<file path="config.mk">
export PLATFORM = sky130hd
export DESIGN_NAME = quad_enc_module_flat
export DESIGN_NICKNAME = d
export VERILOG_FILES = /design/src/rtl/quad_enc_module_if.sv /design/src/rtl/quad_enc_module.sv /design/src/flat_wrapper.sv
export SDC_FILE = /design/constraint.sdc
export NUM_CORES = 1
export LEC_CHECK = 0
export CORE_MARGIN = 2
export CORE_UTILIZATION = 58
export DETAILED_ROUTE_END_ITERATION = 10
export PLACE_DENSITY = 0.83
export SKIP_LAST_GASP = 1
export SYNTH_ARGS = -nofsm -noshare
export SYNTH_HDL_FRONTEND = slang
export SYNTH_SLANG_ARGS = --single-unit
</file>
<file path="constraint.sdc">
create_clock -name clk -period 5.7 [get_ports clk]
set_clock_uncertainty 0.1 [all_clocks]
set_input_delay 1.425 -clock clk [delete_from_list [all_inputs] [get_ports clk]]
set_output_delay 1.425 -clock clk [all_outputs]
set_load 0.1 [all_outputs]
</file>
<file path="src/rtl/quad_enc_module_if.sv">
// -----------------------------------------------------------------------------
// quad_enc_module_if
// Avalon-MM slave bus bundle for the quadrature encoder block.
//   chipselect  - slave select
//   read        - read strobe (readdata valid one clock later)
//   write       - write strobe
//   address     - 4-bit word address
//   writedata   - 32-bit write data
//   readdata    - 32-bit registered read data
// Modports: master (bus host / testbench), slave (quad_enc_module).
// -----------------------------------------------------------------------------
interface quad_enc_module_if;
    logic        chipselect;
    logic        read;
    logic        write;
    logic [3:0]  address;
    logic [31:0] writedata;
    logic [31:0] readdata;

    modport master (
        output chipselect,
        output read,
        output write,
        output address,
        output writedata,
        input  readdata
    );

    modport slave (
        input  chipselect,
        input  read,
        input  write,
        input  address,
        input  writedata,
        output readdata
    );
endinterface

</file>
<file path="src/rtl/quad_enc_module.sv">
// -----------------------------------------------------------------------------
// quad_enc_module
// Three-axis quadrature encoder counter with Avalon-MM register access.
// Each of the nine encoder pins (A/B/Z per axis) is synchronized, debounced by
// a FILT_LEN-sample filter and decoded in 4x mode into a 32-bit signed count.
// Index (Z) rising edges can latch and/or clear the count.
//
// Ports:
//   clk      - system clock
//   reset_n  - asynchronous active-low reset
//   bus      - Avalon-MM slave (quad_enc_module_if.slave)
//   ienc_a   - channel A, one bit per axis (asynchronous)
//   ienc_b   - channel B, one bit per axis (asynchronous)
//   ienc_z   - index, one bit per axis (asynchronous)
//
// Register map (word address):
//   0x0-0x2 count axis 0-2 (RW)      0x3-0x5 index latch axis 0-2 (RO)
//   0x6 control: [2:0] enable, [5:3] latch-on-index, [8:6] clear-on-index
//   0x7 status : [2:0] index flags, [5:3] error flags (write-1-to-clear)
//   0x8 filtered inputs {Z[8:6], B[5:3], A[2:0]} (RO)
// -----------------------------------------------------------------------------
module quad_enc_module #(
    parameter int FILT_LEN = 4
) (
    input  logic                   clk,
    input  logic                   reset_n,
    quad_enc_module_if.slave       bus,
    input  logic [2:0]             ienc_a,
    input  logic [2:0]             ienc_b,
    input  logic [2:0]             ienc_z
);

    localparam int FCW = (FILT_LEN > 2) ? $clog2(FILT_LEN) : 1;

    logic [8:0]           w_pins;
    logic [8:0]           r_sync1;
    logic [8:0]           r_sync2;
    logic [8:0]           r_filt;
    logic [8:0]           r_filt_d;
    logic [FCW-1:0]       r_fcnt [9];

    logic signed [31:0]   r_count [3];
    logic signed [31:0]   r_index [3];
    logic [8:0]           r_ctrl;
    logic [2:0]           r_iflag;
    logic [2:0]           r_err;
    logic [31:0]          r_readdata;

    logic [2:0][1:0]      w_step;
    logic [2:0]           w_inc;
    logic [2:0]           w_dec;
    logic [2:0]           w_ill;
    logic [2:0]           w_zrise;
    logic [2:0]           w_cnt_wr;
    logic [2:0]           w_iflag_clr;
    logic [2:0]           w_err_clr;
    logic [2:0]           w_iflag_set;
    logic                 w_wr;
    logic                 w_rd;
    logic [31:0]          w_rdata;

    assign w_pins = {ienc_z, ienc_b, ienc_a};
    assign w_wr   = bus.chipselect && bus.write;
    assign w_rd   = bus.chipselect && bus.read && !bus.write;

    // ---- stage: two-flop synchronizer ----
    always_ff @(posedge clk or negedge reset_n) begin
        if (!reset_n) begin
            r_sync1 <= '0;
            r_sync2 <= '0;
        end else begin
            r_sync1 <= w_pins;
            r_sync2 <= r_sync1;
        end
    end

    // ---- stage: run-length filter, then one-clock history for edge detect ----
    // The counter tracks how many consecutive samples disagreed with the
    // filtered level; the level flips on the FILT_LEN-th disagreeing sample.
    always_ff @(posedge clk or negedge reset_n) begin
        if (!reset_n) begin
            r_filt   <= '0;
            r_filt_d <= '0;
            for (int i = 0; i < 9; i++) r_fcnt[i] <= '0;
        end else begin
            r_filt_d <= r_filt;
            for (int i = 0; i < 9; i++) begin
                if (r_sync2[i] == r_filt[i]) begin
                    r_fcnt[i] <= '0;
                end else if (r_fcnt[i] == FCW'(FILT_LEN - 1)) begin
                    r_filt[i] <= r_sync2[i];
                    r_fcnt[i] <= '0;
                end else begin
                    r_fcnt[i] <= r_fcnt[i] + 1'b1;
                end
            end
        end
    end

    // Phase index {B, A^B} walks 0,1,2,3 for the forward sequence
    // 00->10->11->01, so the modulo-4 difference gives +1 (1), -1 (3) or
    // an illegal double change (2). Disabled axes produce no events but the
    // history register above keeps tracking, so enabling is glitch-free.
    always_comb begin
        w_step      = '0;
        w_inc       = '0;
        w_dec       = '0;
        w_ill       = '0;
        w_zrise     = '0;
        w_cnt_wr    = '0;
        w_iflag_set = '0;
        for (int ax = 0; ax < 3; ax++) begin
            w_step[ax]      = {r_filt[3+ax], r_filt[ax] ^ r_filt[3+ax]}
                            - {r_filt_d[3+ax], r_filt_d[ax] ^ r_filt_d[3+ax]};
            w_inc[ax]       = r_ctrl[ax] && (w_step[ax] == 2'd1);
            w_dec[ax]       = r_ctrl[ax] && (w_step[ax] == 2'd3);
            w_ill[ax]       = r_ctrl[ax] && (w_step[ax] == 2'd2);
            w_zrise[ax]     = r_ctrl[ax] && r_filt[6+ax] && !r_filt_d[6+ax];
            w_iflag_set[ax] = w_zrise[ax] && r_ctrl[3+ax];
            w_cnt_wr[ax]    = w_wr && (bus.address == 4'(ax));
        end
        w_iflag_clr = (w_wr && bus.address == 4'd7) ? bus.writedata[2:0] : 3'b000;
        w_err_clr   = (w_wr && bus.address == 4'd7) ? bus.writedata[5:3] : 3'b000;
    end

    // ---- stage: counters, index latches, control and status ----
    // Count priority: bus write, then index clear, then quadrature step.
    // The index latch captures the count as it was before this edge's update.
    always_ff @(posedge clk or negedge reset_n) begin
        if (!reset_n) begin
            for (int ax = 0; ax < 3; ax++) begin
                r_count[ax] <= '0;
                r_index[ax] <= '0;
            end
            r_ctrl  <= '0;
            r_iflag <= '0;
            r_err   <= '0;
        end else begin
            for (int ax = 0; ax < 3; ax++) begin
                if (w_cnt_wr[ax]) begin
                    r_count[ax] <= $signed(bus.writedata);
                end else if (w_zrise[ax] && r_ctrl[6+ax]) begin
                    r_count[ax] <= '0;
                end else if (w_inc[ax]) begin
                    r_count[ax] <= r_count[ax] + 32'sd1;
                end else if (w_dec[ax]) begin
                    r_count[ax] <= r_count[ax] - 32'sd1;
                end
                if (w_iflag_set[ax]) begin
                    r_index[ax] <= r_count[ax];
                end
            end
            if (w_wr && bus.address == 4'd6) begin
                r_ctrl <= bus.writedata[8:0];
            end
            // A flag being set this cycle wins over its write-1-to-clear.
            r_iflag <= w_iflag_set | (r_iflag & ~w_iflag_clr);
            r_err   <= w_ill       | (r_err   & ~w_err_clr);
        end
    end

    always_comb begin
        w_rdata = '0;
        case (bus.address)
            4'd0:    w_rdata = r_count[0];
            4'd1:    w_rdata = r_count[1];
            4'd2:    w_rdata = r_count[2];
            4'd3:    w_rdata = r_index[0];
            4'd4:    w_rdata = r_index[1];
            4'd5:    w_rdata = r_index[2];
            4'd6:    w_rdata = {23'd0, r_ctrl};
            4'd7:    w_rdata = {26'd0, r_err, r_iflag};
            4'd8:    w_rdata = {23'd0, r_filt};
            default: w_rdata = '0;
        endcase
    end

    // ---- stage: registered read data ----
    always_ff @(posedge clk or negedge reset_n) begin
        if (!reset_n) begin
            r_readdata <= '0;
        end else if (w_rd) begin
            r_readdata <= w_rdata;
        end
    end

    assign bus.readdata = r_readdata;

endmodule

</file>
<file path="src/flat_wrapper.sv">
// flat-port wrapper written by rule: the top's interface ports become plain ports
module quad_enc_module_flat 
#(
    parameter int FILT_LEN = 4
)
  (clk, reset_n, ienc_a, ienc_b, ienc_z, bus_chipselect, bus_read, bus_write, bus_address, bus_writedata, bus_readdata);
  quad_enc_module_if bus_i ();
  input  logic clk;
  input  logic reset_n;
  input  logic [2:0] ienc_a;
  input  logic [2:0] ienc_b;
  input  logic [2:0] ienc_z;
  input wire logic [$bits(bus_i.chipselect)-1:0] bus_chipselect;
  input wire logic [$bits(bus_i.read)-1:0] bus_read;
  input wire logic [$bits(bus_i.write)-1:0] bus_write;
  input wire logic [$bits(bus_i.address)-1:0] bus_address;
  input wire logic [$bits(bus_i.writedata)-1:0] bus_writedata;
  output wire logic [$bits(bus_i.readdata)-1:0] bus_readdata;
  assign bus_i.chipselect = bus_chipselect;
  assign bus_i.read = bus_read;
  assign bus_i.write = bus_write;
  assign bus_i.address = bus_address;
  assign bus_i.writedata = bus_writedata;
  assign bus_readdata = bus_i.readdata;
  quad_enc_module #(.FILT_LEN(FILT_LEN)) u_core (.clk(clk), .reset_n(reset_n), .bus(bus_i), .ienc_a(ienc_a), .ienc_b(ienc_b), .ienc_z(ienc_z));
endmodule
</file>
* Yosys cells after proc, flatten, opt, wreduce, memory -nomap -nowiden
Cells that the tools add are included.
Storage, ports and cells: register bits after elaboration 293, input bits 50, word-level logic and storage cells 184
Cells by class: add/subtract/negate cells 18, equality and inequality tests 35, muxes and demuxes 33, bitwise operators 21, reduce and logical (&&, ||, !) cells 46
Operators by type and width (count):
- 32-bit 2-to-1 mux | 12
- 32-bit case mux with 9 select lines | 1
- 32-bit by 2-bit adder with 32-bit output (second input constant) | 3
- 32-bit by 2-bit subtractor with 32-bit output (second input constant) | 3
- 2-bit 2-to-1 mux | 18
- 2-bit equality test (second input constant) | 15
- 1-bit logical AND | 29
- 2-bit by 1-bit adder with 2-bit output (second input constant) | 9
- 2-bit AND reduction | 9
- 4-bit by 3-bit equality test with 1-bit output (second input constant) | 4
- 4-bit nonzero test | 3
- 1-bit equality test | 9
- 1-bit NOT | 9
- 4-bit by 2-bit equality test with 1-bit output (second input constant) | 2
- 3-bit AND | 2
- 2-bit by 1-bit equality test with 1-bit output (second input constant) | 3
- 3-bit 2-to-1 mux | 2
- 3-bit NOT | 2
- 3-bit bitwise OR | 2
- 2-bit subtractor | 3
- 1-bit XOR | 6
- 4-bit by 1-bit equality test with 1-bit output (second input constant) | 1
- 4-bit equality test (second input constant) | 1
- 1-bit zero test | 4
- 4-bit zero test | 1

* Depth between registers and ports, before layout
word-level depth 8, gate-level depth with buffers 18, gate-level depth less buffers 16

* Worst setup path after synthesis
OpenSTA, ideal clock, no wires.
kind flip-flop to flip-flop, start register u_core.r_filt[3], end register u_core.r_count[95] (netlist bit), arrival 4.686 ns, required time 5.479 ns, path slack 0.793 ns, stages on the path, launching flop included 18, path buffers 2, clock period less this slack 4.907 ns, cells stage by stage dfrtp_1 > clkbuf_1 > xnor2_1 > ha_1 > xnor2_1 > xnor2_1 > nor3b_1 > inv_1 > ha_1 > buf_4 > nand2_2 > or4_4 > o211ai_4 > a221oi_2 > o311a_4 > o21ai_4 > mux2_1 > o22a_1
Between the ends: word-level cells in the longest chain between the ends 7, elaborated cells between the ends (all ways) 10, classes of those cells add/sub (1); eq/ne (2); mux (3); bitwise (1); reduce/logical (3)
RTL lines:
- start: declaration | RTL line quad_enc_module.sv:38 | logic [8:0] r_filt;
- start signal: indexed assignment | RTL line quad_enc_module.sv:91 | r_filt[i] <= r_sync2[i];
- 1-bit XOR | RTL line quad_enc_module.sv:113 | w_step[ax] = {r_filt[3+ax], r_filt[ax] ^ r_filt[3+ax]}
- 2-bit subtractor * | RTL line quad_enc_module.sv:114 | - {r_filt_d[3+ax], r_filt_d[ax] ^ r_filt_d[3+ax]};
- 2-bit by 1-bit equality test with 1-bit output | RTL line quad_enc_module.sv:115 | w_inc[ax] = r_ctrl[ax] && (w_step[ax] == 2'd1);
- 1-bit logical AND | RTL line quad_enc_module.sv:115
- 32-bit 2-to-1 mux | RTL line quad_enc_module.sv:144 | end else if (w_inc[ax]) begin
- 32-bit 2-to-1 mux | RTL line quad_enc_module.sv:142 | end else if (w_zrise[ax] && r_ctrl[6+ax]) begin
- 32-bit 2-to-1 mux | RTL line quad_enc_module.sv:140 | if (w_cnt_wr[ax]) begin
- end signal: indexed assignment | RTL line quad_enc_module.sv:141 | r_count[ax] <= $signed(bus.writedata);
- end signal: indexed assignment | RTL line quad_enc_module.sv:145 | r_count[ax] <= r_count[ax] + 32'sd1;
- end signal: indexed assignment | RTL line quad_enc_module.sv:147 | r_count[ax] <= r_count[ax] - 32'sd1;
- end: declaration | RTL line quad_enc_module.sv:42 | logic signed [31:0] r_count [3];
Mark *: on every way between the ends. The rest lies on a longest branch, timed or not. A chain may end at the register's enable or synchronous reset.

* Final worst setup path
start register u_core.r_filt[4], end register u_core.r_count[63] (netlist bit)
The elaborated chain is that of the path after synthesis.

==> results.tsv <==
stage	metric	value	unit
grt	grt_start_max_net_pins	110	
grt	grt_util_all_layers	32.2	%
worst_setup_path	timing.rr.start	u_core.r_filt[4]	
yosys	synth_area_per_cell	10.2	um2
sta	final_period_minus_worst_setup_slack	4.93	ns
cells_and_area	finalNetCount	1920	
yosys	yosys.area.top_type_share	42.8	%
yosys	yosys-mux-area-fraction	7.79	%
yosys	postSynth.asyncResetShare	100	%
worst_hold_path	hold_path_class	flip-flop to flip-flop	
power_and_ir_drop	power.static_leakage	8.57	nW
sta	worst-slew-pin-transition	1.11	ns
sta	final.setup.tns	0	ns
drt	drc	0	
cts	cts_post_setup_buffers_inserted	0	
sta	endpoints_failing_setup	0	
cts	holdBufCountCts	0	
cells_and_area	area_growth	14.3	%
cts	cts_tree	yes	
cts	clock_sinks	293	
yosys	seq_area_frac_synth	42.8	%
sta	clock.fmax	0.203	GHz
floorplanning	initial_standard_cell_utilization_of_the_core	59.2	%
drt	antenna_left	0	
grt	grt_pass1_wl	78.9	mm
drt	routed_wire_length_per_instance	22.8	um
cts	cts_max_level	1	
yosys	synth_seq_cells	293	
place	numPortBuffers	81	
yosys	mappedNetlistArea	17100	um2
worst_setup_path	worst_r2r_end	u_core.r_count[63]	
sta	rsz_0062_raised_after_global_routing	no	
sta	post-route-period-util	86.4	%
yosys	synth_enable_flop_cells	0	
yosys	synth_xor_area_share	5.62	%
cts	later_pin_clock_latency_in_the_skew_report	0.58	ns
worst_hold_path	hold_start	u_core.r_sync1[7]	
floorplanning	floorplan.io_pins	82	
sta	finalMaxSlewViolations	0	
place	gpl.final_weighted_congestion	0.970	
sta	hold_slack	0.248	ns
drt	routed-via-count	14371	
cells_and_area	drive_above_1_share	12.5	%
cts	cts-root-to-sink-buffers	3	
yosys	synthesis.yosys.warnings	0	
yosys	synth_top_family_by_area	compound AO/OA/AOI/OAI gates	
grt	grt_antenna_before_repair	3	
power_and_ir_drop	pwr_density_cell	731	nW/um2
yosys	synth_cell_types	73	
yosys	syn-instance-count	1676	
worst_hold_path	endpoint_of_the_worst_hold_path	u_core.r_sync2[7]	
cts	cts_root_buffer	sky130_fd_sc_hd__clkbuf_16	
yosys	cell_accounting_for_the_most_synthesized_area	sky130_fd_sc_hd__dfrtp_1	
worst_setup_path	rrSetupSlack	0.77	ns
worst_setup_path	arrival	5.29	ns
floorplanning	floorplan.core_area	28900	um2
floorplanning	std_cell_rows	62	
worst_setup_path	worstSetupStartpointType	flip-flop	
drt	detail_route.iter0.violations	1728	
floorplanning	chipHeight	176	um
worst_setup_path	criticalPathCategory	flip-flop to flip-flop	
worst_setup_path	data_required_time_at_the_worst_endpoint	6.06	ns
job	maxCapViolCount	0	
cells_and_area	n_fill_cell	2195	
cts	total_of_cells_resized_after_clock_tree_synthesis	0	
worst_setup_path	worst_setup_path_end_kind	flip-flop	
cts	worst_setup_hold_path_clk_slew	0.07	ns
worst_setup_path	crit_path_max_fanout	39	
drt	first_pass_iters	6	
yosys	synth_compound_gate_area_share	22.3	%
yosys	post_synth_fa_ha_maj_area_fraction	9.33	%
yosys	synthSimpleGateAreaFrac	10.0	%
yosys	syn-num-nets	1852	
yosys	synth_area_leaders	sky130_fd_sc_hd__dfrtp_1 43%, sky130_fd_sc_hd__ha_1 9.0%, sky130_fd_sc_hd__mux2_2 7.4%	
grt	globalRouteOverflowTotal	0	
power_and_ir_drop	vdd_drop_max	0.369	mV
cells_and_area	stdcell_area	19600	um2
yosys	postSynth.topFlopCell	sky130_fd_sc_hd__dfrtp_1	
floorplanning	die-width	176	um
place	placedInstanceArea	18500	um2
worst_hold_path	cell_depth_of_the_worst_hold_path	0	
drt	vias_per_cell	6.67	
sta	relSlewSlack	26.0	%
grt	first_global_vias	14356	
worst_setup_path	worstRegToRegCells	15	
place	dp_hpwl	35.2	mm
drt	wirelength	49.2	mm
cells_and_area	multiInputGateArea	9500	um2
cells_and_area	layout.area.seq	7330	um2
status	outcome	completed	
sta	timing_hold_violations_final	0	
floorplanning	die-area	30900	um2
cts	number_of_clock_buffers_inserted_by_tritoncts	31	
## through the flow
| stage | std cells | setup WS (ns) | util (%) | power [mW] |
|---|---|---|---|---|
| 3_5_place_dp | 2095 | 0.854 | 63.8 | 11.9 |
| 3_3_place_gp | 2095 | 0.998 | 63.8 | 11.6 |
| 6_report | 2154 | 0.775 | 67.7 | 14.3 |
| 5_1_grt | 2153 | 0.503 | 67.7 | 15.4 |
| 2_1_floorplan | 1676 | 0.793 | - | 9.90 |
| 4_1_cts | 2153 | 0.821 | 67.7 | 14.2 |
## cells by family after synthesis
| group | Yosys count |
|---|---|
| compound gates | 550 |
| xor+xnor | 110 |
| fa+ha+maj | 126 |
| buf+inv | 96 |
| flops | 293 |
| mux | 119 |
| simple gates | 382 |
## how the worst max path moves through the flow
stage / start / endpoint / slack, ns
after floorplan: u_core.r_filt[3] / u_core.r_count[95] / 0.79
after global placement: u_core.r_filt[4] / u_core.r_count[63] / 1.0
after detailed placement: u_core.r_filt[4] / u_core.r_count[63] / 0.85
after CTS: u_core.r_filt[4] / u_core.r_count[63] / 0.82
after global routing: u_core.r_filt[4] / u_core.r_count[63] / 0.50
final: u_core.r_filt[4] / u_core.r_count[63] / 0.77
## layout make-up
cell class              count  area share, %
clock inverters            19           1.35
clock buffers              39           4.42
multi-input cells        1287           48.5
well taps                 384           2.45
flip-flops and latches    293           37.4
diodes                      1         0.0128
inverters                  21          0.402
repair buffers            110           5.47
## worst max-delay path, cell delays in order, from the launching register on
cell,delay [ns]
sky130_fd_sc_hd__dfrtp_1,0.46
sky130_fd_sc_hd__xnor2_1,0.17
sky130_fd_sc_hd__ha_1,0.20
sky130_fd_sc_hd__xnor2_1,0.13
sky130_fd_sc_hd__xnor2_1,0.14
sky130_fd_sc_hd__or3b_2,0.85
sky130_fd_sc_hd__ha_1,0.57
sky130_fd_sc_hd__nand4_1,0.16
sky130_fd_sc_hd__or2_0,0.25
sky130_fd_sc_hd__o32ai_1,0.47
sky130_fd_sc_hd__o31a_1,0.27
sky130_fd_sc_hd__a221o_1,0.25
sky130_fd_sc_hd__a21oi_1,0.10
sky130_fd_sc_hd__xor2_1,0.16
sky130_fd_sc_hd__a21o_1,0.20
sky130_fd_sc_hd__a221o_1,0.30
## placed cells by master, fill, tap and decap left out, drive strengths merged, types with 21 or more instances in the layout
cell and n:
a221o 21, a221oi 71, buf 30, nand2 128
nor2 128, nand3 24, xnor2 64, xor2 46
a21o 44, a22o 21, inv 25, ha 123
mux2 115, o21ai 131, clkbuf 39, clkdlybuf4s50 80
a21oi 102, dfrtp 293, nor3 27, a22oi 64
## layer usage
| layer | up-vias | track usage, % | part of all wire [%] |
|---|---|---|---|
| met5 | - | 0 | 0.026 |
| met4 | 2 | 8.57 | 2.4 |
| met3 | 96 | 8.20 | 11 |
| met2 | 681 | 48.3 | 43 |
| met1 | 7110 | 46.7 | 43 |
| li1 | 6482 | - | - |
## flip-flops by register name (all words and copies together) (netlist names)
register,flops
u_core.r_index,96
u_core.r_err,3
u_core.r_sync2,9
u_core.r_sync1,9
u_core.r_filt_d,9
u_core.r_filt,9
u_core.r_ctrl,9
u_core.r_fcnt,18
u_core.bus.readdata,32
u_core.r_count,96
u_core.r_iflag,3
## report_power, final
group	internal [mW]	switching, mW
Combinational	3.48	4.77
Clock	1.32	0.898
Sequential	2.94	0.916
## Yosys cell counts (24+ instances only)
master	count
sky130_fd_sc_hd__o21ai_0	127
sky130_fd_sc_hd__a21oi_1	102
sky130_fd_sc_hd__dfrtp_1	293
sky130_fd_sc_hd__a22oi_1	64
sky130_fd_sc_hd__xor2_1	46
sky130_fd_sc_hd__nor2_1	128
sky130_fd_sc_hd__nand3_1	24
sky130_fd_sc_hd__mux2_2	113
sky130_fd_sc_hd__nor3_1	27
sky130_fd_sc_hd__a21o_1	44
sky130_fd_sc_hd__ha_1	123
sky130_fd_sc_hd__xnor2_1	64
sky130_fd_sc_hd__clkbuf_1	67
sky130_fd_sc_hd__nand2_1	127
sky130_fd_sc_hd__a221oi_1	70
Power figures use the tool's default switching activity.
